**src/rtl/uart_rx.sv**
```systemverilog
// UART receiver: 2-flop line synchronizer, mid-bit sampling FSM (IDLE/START/DATA/STOP),
// single-entry holding register with valid/ack handshake, frame-error and overrun pulses.
`timescale 1ns/1ps
module uart_rx #(
  parameter int SYSTEMCLOCK   = 100_000_000,
  parameter int BAUDRATE      = 115_200,
  parameter int ELEMENT_WIDTH = 8
) (
  input  logic                     clk,
  input  logic                     rst,
  input  logic                     rx_line,
  input  logic                     rx_ack,
  output logic [ELEMENT_WIDTH-1:0] rx_data,
  output logic                     rx_valid,
  output logic                     rx_busy,
  output logic                     rx_frame_err,
  output logic                     rx_overrun
);

  localparam int CLOCKS_PER_BAUD = SYSTEMCLOCK / BAUDRATE;
  localparam int HALF_BAUD       = CLOCKS_PER_BAUD / 2;
  localparam int BIT_W           = $clog2(ELEMENT_WIDTH + 1);

  typedef enum logic [1:0] {IDLE, START, DATA, STOP} state_t;

  state_t                   state, state_n;
  logic [31:0]              clk_cnt, clk_cnt_n;
  logic [BIT_W-1:0]         bit_cnt, bit_cnt_n;
  logic [ELEMENT_WIDTH-1:0] shift_q, shift_n;
  logic                     commit, frame_err_n;

  logic rx_meta_p0, rx_s;
  logic [1:0] flush_q;
  logic armed;

  // Synchronizer stage; armed only once rx_s has been seen high from the real line
  // after reset, so a frame already in flight at reset release is ignored.
  always_ff @(posedge clk or posedge rst) begin
    if (rst) begin
      rx_meta_p0 <= 1'b1;
      rx_s       <= 1'b1;
      flush_q    <= 2'b00;
      armed      <= 1'b0;
    end else begin
      rx_meta_p0 <= rx_line;
      rx_s       <= rx_meta_p0;
      flush_q    <= {flush_q[0], 1'b1};
      armed      <= armed | (flush_q[1] & rx_s);
    end
  end

  always_comb begin
    state_n     = state;
    clk_cnt_n   = clk_cnt + 32'd1;
    bit_cnt_n   = bit_cnt;
    shift_n     = shift_q;
    commit      = 1'b0;
    frame_err_n = 1'b0;
    case (state)
      IDLE: begin
        clk_cnt_n = '0;
        if (armed && !rx_s) state_n = START;
      end
      START: begin
        if (clk_cnt == 32'(HALF_BAUD - 1)) begin
          clk_cnt_n = '0;
          bit_cnt_n = '0;
          state_n   = rx_s ? IDLE : DATA;
        end
      end
      DATA: begin
        if (clk_cnt == 32'(CLOCKS_PER_BAUD - 1)) begin
          clk_cnt_n = '0;
          shift_n   = {rx_s, shift_q[ELEMENT_WIDTH-1:1]};
          bit_cnt_n = bit_cnt + 1'b1;
          if (bit_cnt == BIT_W'(ELEMENT_WIDTH - 1)) state_n = STOP;
        end
      end
      STOP: begin
        if (clk_cnt == 32'(CLOCKS_PER_BAUD - 1)) begin
          clk_cnt_n = '0;
          state_n   = IDLE;
          if (rx_s) commit = 1'b1;
          else      frame_err_n = 1'b1;
        end
      end
      default: state_n = IDLE;
    endcase
  end

  // FSM and datapath registers
  always_ff @(posedge clk or posedge rst) begin
    if (rst) begin
      state   <= IDLE;
      clk_cnt <= '0;
      bit_cnt <= '0;
      shift_q <= '0;
    end else begin
      state   <= state_n;
      clk_cnt <= clk_cnt_n;
      bit_cnt <= bit_cnt_n;
      shift_q <= shift_n;
    end
  end

  // Output holding register; an ack coinciding with a commit absorbs the overrun
  always_ff @(posedge clk or posedge rst) begin
    if (rst) begin
      rx_data      <= '0;
      rx_valid     <= 1'b0;
      rx_frame_err <= 1'b0;
      rx_overrun   <= 1'b0;
    end else begin
      rx_frame_err <= frame_err_n;
      rx_overrun   <= commit & rx_valid & ~rx_ack;
      if (commit) begin
        rx_data  <= shift_q;
        rx_valid <= 1'b1;
      end else if (rx_ack) begin
        rx_valid <= 1'b0;
      end
    end
  end

  assign rx_busy = (state != IDLE);

endmodule
```
**config.mk**
```make
export PLATFORM = sky130hd
export DESIGN_NAME = uart_rx
export DESIGN_NICKNAME = d
export VERILOG_FILES = /design/src/rtl/uart_rx.sv
export SDC_FILE = /design/constraint.sdc
export NUM_CORES = 1
export LEC_CHECK = 0
export CAP_MARGIN = 15
export CORE_ASPECT_RATIO = 0.75
export CORE_MARGIN = 1
export CORE_UTILIZATION = 35
export DETAILED_ROUTE_END_ITERATION = 7
export PLACE_DENSITY_LB_ADDON = 0.12
export SLEW_MARGIN = 20
export SYNTH_ARGS = -nofsm -noshare
export SYNTH_HDL_FRONTEND = slang
export SYNTH_SLANG_ARGS = --single-unit
```
**constraint.sdc**
```tcl
create_clock -name clk -period 2.8 [get_ports clk]
set_clock_uncertainty 0.1 [all_clocks]
set_input_delay 0.42 -clock clk [delete_from_list [all_inputs] [get_ports clk]]
set_output_delay 0.42 -clock clk [all_outputs]
set_load 0.1 [all_outputs]
```
==> impl_results.md <==
* Post-Place Cells at 391
* Critical path origin: clk_cnt[0]
* Initial antenna violation count at 0
* Final Instance Count excl. Fillers at 407
* Post-route ant nets at 0
* Netlist cell types at 47
* Initial Utilization at 36.8%
* R2R Path End: state[0]
* Unrepaired setup endpoints after global routing: false
* Relative slew slack at 65.3%
* Root buf cell: clkbuf_16
* Layout cells sized above 1 at between 20% and 30%
* Gr ovfl total at 0
* Die area at 9420 µm²
* Syn Std Cell Area at 3160 µm²
* Vias per cell at roughly 5.7
* Util after Layout at between 40 and 50%
* First-pass GRT wire length at 11.7 mm
* YS warnings at 0
* Post-synth EDFFs at 0
* Largest net degree at the start of global routing at 34
* Core footprint at between 8000 and 9000 µm²
* DRC viols at 0
* Reg2reg start: clk_cnt[0]
* Clock Pin Slew Worst Setup and Hold Paths at 0.05 ns
* Crit path arrival time at 2.42 ns
* Crit Path Class: reg2reg
* Post-synth ARST share at 100%
* Syn Nets at approximately 280
* Fmax at 0.429 GHz
* Minimum clock period at between 2 and 2.5 ns
* Maxcap violations at 0
* Worst-path fanout max at 33
* WP data required at a little under 3 ns
* Worst min path class: in2async
* Gates resized, CTS repair at 0
* Die Y at 84.3 µm
* Reg2Reg Depth at 6
* IO buf count at 15
* Startpoint types: register
* Most used DFF post-synth: dfrtp_1
* CTS Buf Count at 9
* CTS Sinks at 62
* Leak at 1.56 nW
* Post-CTS Hold Buffers at 0
* Tot GR Track Use at 16.1%
* # nets final at 301
* Final Cycle Share at 83.2%
* 1st-pass router iterations at 4
* Area delta synth->final at 19.7%
* Seq/Total Area, Yosys at 49.2%
* VDD IR max at between 0.4 and 0.5 mV
* Clock Latency Late Sink at ~0.33 ns
* Via Count at 2313
* Area occupied by multi-input gates at 1520 µm²
* # fillers at 815
* H-Tree Depth at 3
* Drt wl/cell at 16.6 µm
* Num rows at 29
* Register area at 1550 µm²
* HPWL after detailed placement at 4.37 mm
* IO Pins at 16
* Diodes inserted at 0
* CTS tree: yes
* Max-slew violation count at 0
* Avg Cell Area, Syn at 11.5 µm²
* Reg2Reg Setup Slack at 0.47 ns
* Die width at 112 µm
* Initial DRC Count at approximately 110
* DRT Wirelength at 6.78 mm
* Outcome: finished clean
* Pwr dens at 699 nW/µm²
* Post-Synthesis Cells at 274
* Clk buf depth at 2
* # Post-CTS Setup Buffers at 0
* CP Capture Type: register
* Vias in the first global route at 2233
* Fin. Hold Viols at 0
* GPL Wtd Cong at 0.790
* Worst slew pin tran at 0.519 ns
* Seq cells post-synth at 62
* Setup TNS at 0 ns
* Setup-failing EPs final at 0
-- through the flow --
stage / hold slack (ns) / power (mW) / setup slack (ns) / area (µm²)
floorplan: 0.231 / 1.22 / 0.608 / 3160
global placement: 0.241 / 1.29 / 0.526 / 3420
detailed placement: 0.243 / 1.29 / 0.495 / 3420
CTS: 0.207 / 2.68 / 0.481 / 3780
global route: 0.235 / 2.76 / 0.301 / 3780
finish: 0.215 / 2.65 / 0.471 / 3780
-- worst max path at each step --
stage / endpoint / cells after the start
3_3_place_gp: state[0] / 6
6_report: state[0] / 6
5_1_grt: state[0] / 6
4_1_cts: state[0] / 6
3_5_place_dp: state[0] / 6
2_1_floorplan: shift_q[0] / 4
-- power breakdown --
part	switching [mW]	internal, mW
Sequential	0.0943	0.950
Combinational	0.134	0.102
Clock	0.405	0.959
Total	0.634	2.01
-- synth_stat cells (5+ instances only) --
library cell / n / share of area, %
nand3_1: 15 / 2.4
inv_1: 8 / 0.95
nor4_1: 8 / 1.6
nand4_1: 10 / 2.0
xor2_1: 6 / 1.7
or4_1: 13 / 3.1
nor2_1: 5 / 0.59
or3_1: 5 / 0.99
mux2_4: 8 / 3.8
nor4_4: 5 / 3.4
o31ai_1: 13 / 3.1
dfrtp_1: 60 / 48
nor3_1: 20 / 3.2
xnor2_1: 9 / 2.5
mux2_2: 5 / 1.8
nand2_1: 10 / 1.2
a211oi_1: 12 / 2.9
and4_1: 7 / 1.9
clkbuf_1: 11 / 1.3
-- cell type report --
cell class | count | area share [%]
Sequential cell | 62 | 41.1
Timing Repair Buffer | 23 | 4.76
Clock buffer | 10 | 6.05
Multi-Input combinational cell | 190 | 40.2
Tap cell | 108 | 3.57
Inverter | 8 | 0.794
Clock inverter | 6 | 3.54
-- cell families after synthesis --
logic type	synth area share (%)
flops	49.2
fa+ha+maj	1.19
buf+inv	3.01
xor+xnor	4.16
mux	7.01
other cells	0.119
compound gates	10.9
simple gates	24.5
-- cell usage in the layout, fill, tap and decap left out, types with 4 or more instances in the layout --
master,count
nand2_1,10
nand3_1,15
o31ai_1,13
buf_4,20
or4_1,13
nor3_1,20
mux2_1,4
bufinv_16,4
xnor2_1,9
mux2_4,8
a211oi_1,12
nor4_4,5
clkbuf_16,9
inv_1,7
nor2_1,4
or3_1,5
nor4_1,8
dfrtp_1,60
nand4_1,10
mux2_2,5
and4_1,7
xor2_1,6
-- critical path, stage by stage (launching register included) --
cell	delay (ns)
dfrtp_1	0.42
ha_1	0.24
and4_1	0.26
nand2_1	0.32
a211oi_4	0.29
buf_4	0.39
a22oi_1	0.15
-- state kept, by name (all words and copies together) (netlist names), named ones only --
name,count
state,1
armed,1
flush_q,2
rx_meta_p0,1
shift_q,8
rx_valid,1
rx_overrun,1
rx_data,8
bit_cnt,4
clk_cnt,32
rx_frame_err,1
rx_s,1
-- layer usage --
| metal | up-vias | wire length [µm] | track usage, % |
|---|---|---|---|
| li1 | 1107 | - | - |
| met1 | 1165 | 3620 | 24.1 |
| met2 | 31 | 2810 | 21.0 |
| met3 | 10 | 217 | 4.40 |
| met4 | 0 | 127 | 7.74 |
| met5 | - | 0 | 0 |
No activity file was read; power rests on OpenSTA's default activity.
